`src/rtl/dec_seq_ctrl.sv`:
```
// Block-alignment sequencer for the receive decoder: hunts for sync headers,
// locks after a run of good ones and drops lock after a run of bad/missing ones.
module dec_seq_ctrl #(
   parameter int unsigned LOCK_CNT = 4,
   parameter int unsigned ERR_MAX  = 3
) (
   input  logic       enc_clk,
   input  logic       rst,
   input  logic       rx_en,
   input  logic [1:0] gen_speed,
   input  logic       sync_hdr_vld,
   input  logic [3:0] sync_hdr,
   input  logic [3:0] d_sel_cfg,
   output logic       enable_dec,
   output logic [3:0] d_sel,
   output logic       block_lock,
   output logic       sync_err,
   output logic [3:0] byte_cnt,
   output logic [1:0] state
);

   typedef enum logic [1:0] {
      ST_IDLE   = 2'd0,
      ST_HUNT   = 2'd1,
      ST_LOCKED = 2'd2
   } state_t;

   localparam logic [3:0] LOCK_CNT_C = 4'(LOCK_CNT);
   localparam logic [3:0] ERR_MAX_C  = 4'(ERR_MAX);

   // Block period minus one doubles as the modulo mask (periods are powers of two).
   function automatic logic [3:0] period_mask(input logic [1:0] gen);
      case (gen)
         2'd0:    period_mask = 4'd0;
         2'd1:    period_mask = 4'd15;
         2'd2:    period_mask = 4'd7;
         default: period_mask = 4'd0;
      endcase
   endfunction

   function automatic logic hdr_good(input logic [1:0] gen, input logic [3:0] hdr);
      case (gen)
         2'd0:    hdr_good = 1'b1;
         2'd1:    hdr_good = (hdr == 4'b0101) || (hdr == 4'b1010);
         2'd2:    hdr_good = (hdr[1:0] == 2'b01) || (hdr[1:0] == 2'b10);
         default: hdr_good = 1'b0;
      endcase
   endfunction

   state_t     r_state;
   logic [1:0] r_gen;
   logic [3:0] r_good_cnt;
   logic [3:0] r_err_cnt;
   logic [3:0] r_byte_cnt;
   logic [3:0] r_d_sel;
   logic       r_enable_dec;
   logic       r_block_lock;
   logic       r_sync_err;

   logic [3:0] w_mask;
   logic [3:0] w_byte_nxt;
   logic [3:0] w_byte_one;
   logic [3:0] w_good_inc;
   logic [3:0] w_err_inc;
   logic       w_hdr_good;
   logic       w_force_idle;

   assign w_mask       = period_mask(r_gen);
   assign w_byte_nxt   = (r_byte_cnt + 4'd1) & w_mask;
   assign w_byte_one   = 4'd1 & w_mask;
   assign w_good_inc   = (r_good_cnt == 4'd15) ? 4'd15 : r_good_cnt + 4'd1;
   assign w_err_inc    = (r_err_cnt == 4'd15) ? 4'd15 : r_err_cnt + 4'd1;
   assign w_hdr_good   = sync_hdr_vld && hdr_good(r_gen, sync_hdr);
   assign w_force_idle = !rx_en || (gen_speed != r_gen);

   // Sequencer state, counters and all registered outputs.
   always_ff @(posedge enc_clk) begin
      if (!rst) begin
         r_state      <= ST_IDLE;
         r_gen        <= gen_speed;
         r_good_cnt   <= 4'd0;
         r_err_cnt    <= 4'd0;
         r_byte_cnt   <= 4'd0;
         r_d_sel      <= 4'd0;
         r_enable_dec <= 1'b0;
         r_block_lock <= 1'b0;
         r_sync_err   <= 1'b0;
      end else begin
         r_gen      <= gen_speed;
         r_sync_err <= 1'b0;
         case (r_state)
            ST_IDLE: begin
               r_good_cnt   <= 4'd0;
               r_err_cnt    <= 4'd0;
               r_byte_cnt   <= 4'd0;
               r_enable_dec <= 1'b0;
               r_block_lock <= 1'b0;
               if (rx_en && (gen_speed != 2'd3)) begin
                  r_state <= ST_HUNT;
               end else begin
                  r_state <= ST_IDLE;
               end
            end
            ST_HUNT: begin
               if (w_force_idle) begin
                  r_state    <= ST_IDLE;
                  r_good_cnt <= 4'd0;
                  r_err_cnt  <= 4'd0;
                  r_byte_cnt <= 4'd0;
               end else if (w_hdr_good) begin
                  // A good header marks byte 0 of the block.
                  r_byte_cnt <= w_byte_one;
                  r_good_cnt <= w_good_inc;
                  if (w_good_inc >= LOCK_CNT_C) begin
                     r_state      <= ST_LOCKED;
                     r_err_cnt    <= 4'd0;
                     r_enable_dec <= 1'b1;
                     r_block_lock <= 1'b1;
                  end else begin
                     r_state <= ST_HUNT;
                  end
               end else begin
                  r_byte_cnt <= w_byte_nxt;
                  if (sync_hdr_vld) begin
                     r_good_cnt <= 4'd0;
                  end else begin
                     r_good_cnt <= r_good_cnt;
                  end
               end
            end
            ST_LOCKED: begin
               if (w_force_idle) begin
                  r_state      <= ST_IDLE;
                  r_good_cnt   <= 4'd0;
                  r_err_cnt    <= 4'd0;
                  r_byte_cnt   <= 4'd0;
                  r_enable_dec <= 1'b0;
                  r_block_lock <= 1'b0;
               end else begin
                  r_byte_cnt <= w_byte_nxt;
                  if (r_byte_cnt == w_mask) begin
                     r_d_sel <= d_sel_cfg;
                  end else begin
                     r_d_sel <= r_d_sel;
                  end
                  // Header expected only at byte 0; a header elsewhere is an error too.
                  if ((r_byte_cnt == 4'd0) && w_hdr_good) begin
                     r_err_cnt <= 4'd0;
                  end else if ((r_byte_cnt == 4'd0) || sync_hdr_vld) begin
                     r_sync_err <= 1'b1;
                     if (w_err_inc >= ERR_MAX_C) begin
                        r_state      <= ST_HUNT;
                        r_good_cnt   <= 4'd0;
                        r_err_cnt    <= 4'd0;
                        r_enable_dec <= 1'b0;
                        r_block_lock <= 1'b0;
                     end else begin
                        r_err_cnt <= w_err_inc;
                     end
                  end else begin
                     r_err_cnt <= r_err_cnt;
                  end
               end
            end
            default: begin
               r_state      <= ST_IDLE;
               r_good_cnt   <= 4'd0;
               r_err_cnt    <= 4'd0;
               r_byte_cnt   <= 4'd0;
               r_enable_dec <= 1'b0;
               r_block_lock <= 1'b0;
            end
         endcase
      end
   end

   assign enable_dec = r_enable_dec;
   assign d_sel      = r_d_sel;
   assign block_lock = r_block_lock;
   assign sync_err   = r_sync_err;
   assign byte_cnt   = r_byte_cnt;
   assign state      = r_state;

endmodule

```
`config.mk`:
```
export PLATFORM = sky130hd
export DESIGN_NAME = dec_seq_ctrl
export DESIGN_NICKNAME = d
export VERILOG_FILES = /design/src/rtl/dec_seq_ctrl.sv
export SDC_FILE = /design/constraint.sdc
export NUM_CORES = 1
export LEC_CHECK = 0
export BUFFER_PORTS_ARGS = -buffer_cell sky130_fd_sc_hd__buf_2
export CORE_MARGIN = 1
export CORE_UTILIZATION = 45
export DETAILED_ROUTE_END_ITERATION = 8
export MAX_ROUTING_LAYER = met4
export PLACE_DENSITY = 0.67
export SLEW_MARGIN = 10
export SYNTH_ARGS = -nofsm -noshare
export SYNTH_HDL_FRONTEND = slang
export SYNTH_SLANG_ARGS = --single-unit
```
`constraint.sdc`:
```
create_clock -name enc_clk -period 2.6 [get_ports enc_clk]
set_clock_uncertainty 0.05 [all_clocks]
set_input_delay 0.39 -clock enc_clk [delete_from_list [all_inputs] [get_ports enc_clk]]
set_output_delay 0.39 -clock enc_clk [all_outputs]
set_load 0.005 [all_outputs]
```
# Word-level counts from Yosys, hierarchy flattened
# Index checks and enable logic that the tools add are counted.
[totals] ff_bits=22 in_bits=14 wordCells=99
[op_classes] n_addsub=3 order_cmp=2 eq_ne=23 muxes=42 bitwise_logic=4 reduce_logical=17
[op_table] cell="$mux 4" count=19
[op_table] cell="$pmux 4 s2" count=4
[op_table] cell="$ne 3x3->1 const B" count=5
[op_table] cell="$mux 2" count=7
[op_table] cell="$add 4x1->4 const B" count=3
[op_table] cell="$eq 4x4->1 const B" count=3
[op_table] cell="$mux 1" count=9
[op_table] cell="$ne 2x2->1 const B" count=4
[op_table] cell="$ne 4x4->1 const B" count=2
[op_table] cell="$reduce_and 4->1" count=2
[op_table] cell="$eq 2x1->1 const B" count=3
[op_table] cell="$eq 2x2->1 const B" count=3
[op_table] cell="$pmux 2 s3" count=1
[op_table] cell="$reduce_and 3->1" count=2
[op_table] cell="$reduce_and 6->1" count=1
[op_table] cell="$and 4x4->4" count=1
[op_table] cell="$eq 4x3->1 const B" count=1
[op_table] cell="$eq 4x4->1" count=1
[op_table] cell="$ge 4x2->1 const B" count=1
[op_table] cell="$ge 4x3->1 const B" count=1
[op_table] cell="$logic_not 2->1" count=2
[op_table] cell="$logic_not 4->1" count=1
[op_table] cell="$logic_or 1x1->1" count=4
[op_table] cell="$reduce_or 4->1" count=1
[op_table] cell="other kinds (6)" count=10

# Logic depth before layout (Yosys ltp)
[depth] depth_word=8 mapped_depth=8 ltp_nobuf=8

# Worst setup path before layout
# Ideal clock, no wire load.
[synth_timing] path_type="reg-to-reg" start="reg r_gen[1]" end="reg r_err_cnt[0]" setup_ns=0.070 arrival_time_ns=2.028 required_ns=2.480 setup_slack_ns=0.453 stages_incl_launch_ff=9 synth_period_minus_slack_ns=2.147 path_cell_list="dfxtp_1 > inv_1 > ha_1 > and4b_1 > o41ai_4 > nor2_1 > or3b_1 > a211o_1 > a21oi_1"
[synth_via] elab_chain_cells=7 word_cells_on_any_way=16 classes_between="eq/ne (6); mux (5); reduce/logical (5)"
[synth_rtl] item="start, declared" line="51" text="logic [1:0] r_gen;"
[synth_rtl] item="start signal, assigned" line="80" text="r_gen <= gen_speed;"
[synth_rtl] item="start signal, assigned" line="89" text="r_gen <= gen_speed;"
[synth_rtl] item="$eq 2x2->1, or another cell as far along" line="42" text="case (gen)"
[synth_rtl] item="$pmux 1 s3" line="42"
[synth_rtl] item="$logic_and 1x1->1" line="73" text="assign w_hdr_good = sync_hdr_vld && hdr_good(r_gen, sync_hdr);"
[synth_rtl] item="$logic_and 1x1->1" line="147" text="if ((r_byte_cnt == 4'd0) && w_hdr_good) begin"
[synth_rtl] item="$mux 4" line="147"
[synth_rtl] item="$mux 4" line="132" text="if (w_force_idle) begin"
[synth_rtl] item="$pmux 4 s2" line="91" text="case (r_state)"
[synth_rtl] item="end signal, assigned" line="158" text="r_err_cnt <= w_err_inc;"
[synth_rtl] item="end signal, assigned" line="161" text="r_err_cnt <= r_err_cnt;"
[synth_rtl] item="end, declared" line="53" text="logic [3:0] r_err_cnt;"
# Parallel ways exist; a longest one is shown, timed or not.
# A chain may end at the register's enable or synchronous reset.

# Worst setup path in the final report
# Ends and elaborated chain as after synthesis.

==> summary.md <==
| Metric | Value |
|---|---|
| # fillers | between 200 and 300 |
| Setup violators final | 0 |
| Fin. max-slew vios | 0 |
| Final Cycle Share | between 90% and 100% |
| Critical path type | reg2reg |
| Most used DFF post-synth | dfxtp_1 |
| Number of flops mapped to enable cells by yosys | 0 |
| Core Area | 2805 um^2 |
| Die H | ~57 um |
| Worst R2R Path Depth | 8 |
| Number of synthesized register bits | 22 |
| Fin nets | 208 |
| Design Area, Final | 1568 um^2 |
| Initial antenna violation count | 0 |
| Crit path DAT | roughly 2600 ps |
| Worst-Margin Slew | 603.6 ps |
| Fin. Hold Viols | 0 |
| Remaining DRCs | 4 |
| Vias | 1137 |
| Gr ovfl total | 0 |
| Syn avg cell area | 9.075 um^2 |
| Status | finished, violations left |
| PortBufs | 26 |
| Num rows | 19 |
| Hold Path Class | in2reg |
| First-pass GRT wire length | 4.988 mm |
| CTS Buffer Depth | 2 |
| Clk pin slew, worst setup/hold paths | 130 ps |
| Post-DRT Antenna Nets | 0 |
| Initial DRC count | 32 |
| Vias per cell | 5.466 |
| CTS Buf Count | 3 |
| Die Wd | 57 um |
| CTS resizes | 0 |
| H-tree depth | 1 |
| Max Cap Viol | 0 |
| CTS tree | built |
| CP Capture Type | register |
| Largest net degree at the start of global routing | 17 |
| R2R setup slack | about 190 ps |
| DR pass1 iterations | 6 |
| Dpl cell area | 1515 um^2 |
| RSZ-0062 raised after global routing | no |
| Vias in the first global route | 1195 |
| Minimum clock period | 2410 ps |
| Area grow syn2layout | 15.17% |
| Avg WL per Cell | 13.19 um |
| Root cell of the clock tree | clkbuf_4 |
| HPWL Detailed | approximately 2.2 mm |
| Origin of the critical flop-to-flop path | r_gen[1] |
| Post-Syn Area | 1361 um^2 |
| Worst-skew pair later-pin latency | 320 ps |
| Number of clock sinks | 22 |
| Leak pwr | 0.0007691 uW |
| Yosys warning total | 0 |
| Layout cells sized above 1 | 23.16% |
| Setup bufs post-CTS | 0 |
| Initial Utilization | 48.53% |
| Crit start category | register |
| # diodes | 0 |
| Post-synthesis sequential area ratio | 32.35% |
| Distinct cells, synth | 40 |
| # IOs | 27 |
| Hold buffers post-CTS | 0 |
| Worst Path Max Fanout | 5 |
| Pwr Density | 429.9 nW/um^2 |
| Violated checks | DRC |
| Setup Total Neg Slack | 0 ps |
| Die area | about 3200 um^2 |
| CP Capture Point | r_err_cnt[0] |
| Relative max-transition margin | between 50% and 60% |
| Mapped Cells | 150 |
| Gr usage total | 19.94% |
| CP Launch Point | r_gen[1] |
| Worst reg2reg endpoint | r_err_cnt[0] |
| Total Wirelength | roughly 2.7 mm |
| Gp weighted congestion | 0.8187 |
| Synth Net Count | between 150 and 200 |
| Async SR Flop Fraction | 0% |
| Max VDD drop | 0.3458 mV |
| CP required | 2810 ps |
| Hold path startpoint | gen_speed[0] |
| Max Clock Freq | 415.0 MHz |
-- worst min path at each step --
stage | end | slack [ps] | cells after the start
CTS | r_gen[0] | 150 | 1
floorplan | r_gen[0] | 370 | 0
global route | r_gen[1] | 140 | 1
detailed placement | d_sel[0] | 450 | 2
global placement | d_sel[0] | 420 | 2
finish | r_gen[0] | 160 | 1
-- registers in the layout (all words and copies together) (netlist names) --
register / cells
sync_err: 1
byte_cnt: 4
state: 2
r_good_cnt: 4
block_lock: 1
d_sel: 4
r_gen: 2
r_err_cnt: 4
-- synth_stat cells (all sizes together) (3+ instances only) --
library cell   n  area share, %
a21oi          5            1.8
ha            16             15
and2           3            1.4
nor2b          6            2.8
nor3           5            1.8
mux2i          9            6.6
inv           11            3.0
nor2          10            2.8
nand3          5            1.8
nand2         14            3.9
and3           9            4.2
dfxtp         22             32
xor2           3            1.9
o21ai          4            1.5
-- metrics by stage --
stage | cells | worst slack (ps) | utilization [%] | total power, uW | hold WS (ps)
global placement | 204 | 335.3 | 54.01 | 409.3 | 423.3
CTS | 208 | 222.1 | 55.89 | 679.8 | 152.5
detailed placement | 204 | 237.4 | 54.01 | 411.9 | 449.1
finish | 208 | 190.5 | 55.89 | 673.9 | 161.0
global route | 208 | 86.07 | 55.89 | 706.7 | 144.5
floorplan | 150 | 452.7 | - | 387.8 | 367.7
-- metal layers --
metal | share of wire (%) | track usage [%] | up-vias | wire (um)
li1 | - | - | 578 | -
met1 | 44 | 22.60 | 526 | 1220
met2 | 49 | 34.12 | 27 | 1339
met3 | 4.9 | 5.442 | 6 | 134
met4 | 1.8 | 6.272 | 0 | 49
met5 | 0 | - | - | 0
-- area by class of cell --
class | count | area [um^2] | area share (%)
Multi-Input combinational cell | 114 | 864.6 | 55.15
Sequential cell | 22 | 440.4 | 28.09
Timing Repair Buffer | 26 | 130.1 | 8.300
Inverter | 11 | 41.29 | 2.634
Tap cell | 31 | 38.79 | 2.474
Clock inverter | 1 | 30.03 | 1.915
Clock buffer | 3 | 22.52 | 1.437
-- cell families (layout without fill, tap and decap cells) --
logic type	Yosys count	count (layout)	synth area share, %
xor gates and xnor gates	5	5	3.217
DFF	22	22	32.35
AOI/OAI and AO/OA	23	23	14.34
and+or+nand+nor	60	60	23.81
adders and majority gates	16	16	14.71
buffers and inverters	14	41	4.136
muxes	10	10	7.445
-- worst max-delay path, cell delays in order (launching register included) --
cell	delay, ps
dfxtp_1	410
inv_1	100
ha_1	200
and4b_1	250
o41ai_4	440
nor2_1	90
or3b_1	420
a211o_1	290
a21oi_1	110
-- cell usage in the layout (no fill, tap or decap), drive strengths merged, types with 3 or more instances in the layout --
cell type	n
buf	26
dfxtp	22
ha	16
nand2	14
inv	11
nor2	10
mux2i	9
and3	9
nor2b	6
nor3	5
nand3	5
a21oi	5
o21ai	4
xor2	3
clkbuf	3
and2	3
-- power breakdown --
group          switching, uW  internal, uW
registers               3.76           340
logic                   33.9          26.8
clock network            114           156
total                    151           523
No activity file was read; power rests on OpenSTA's default activity.
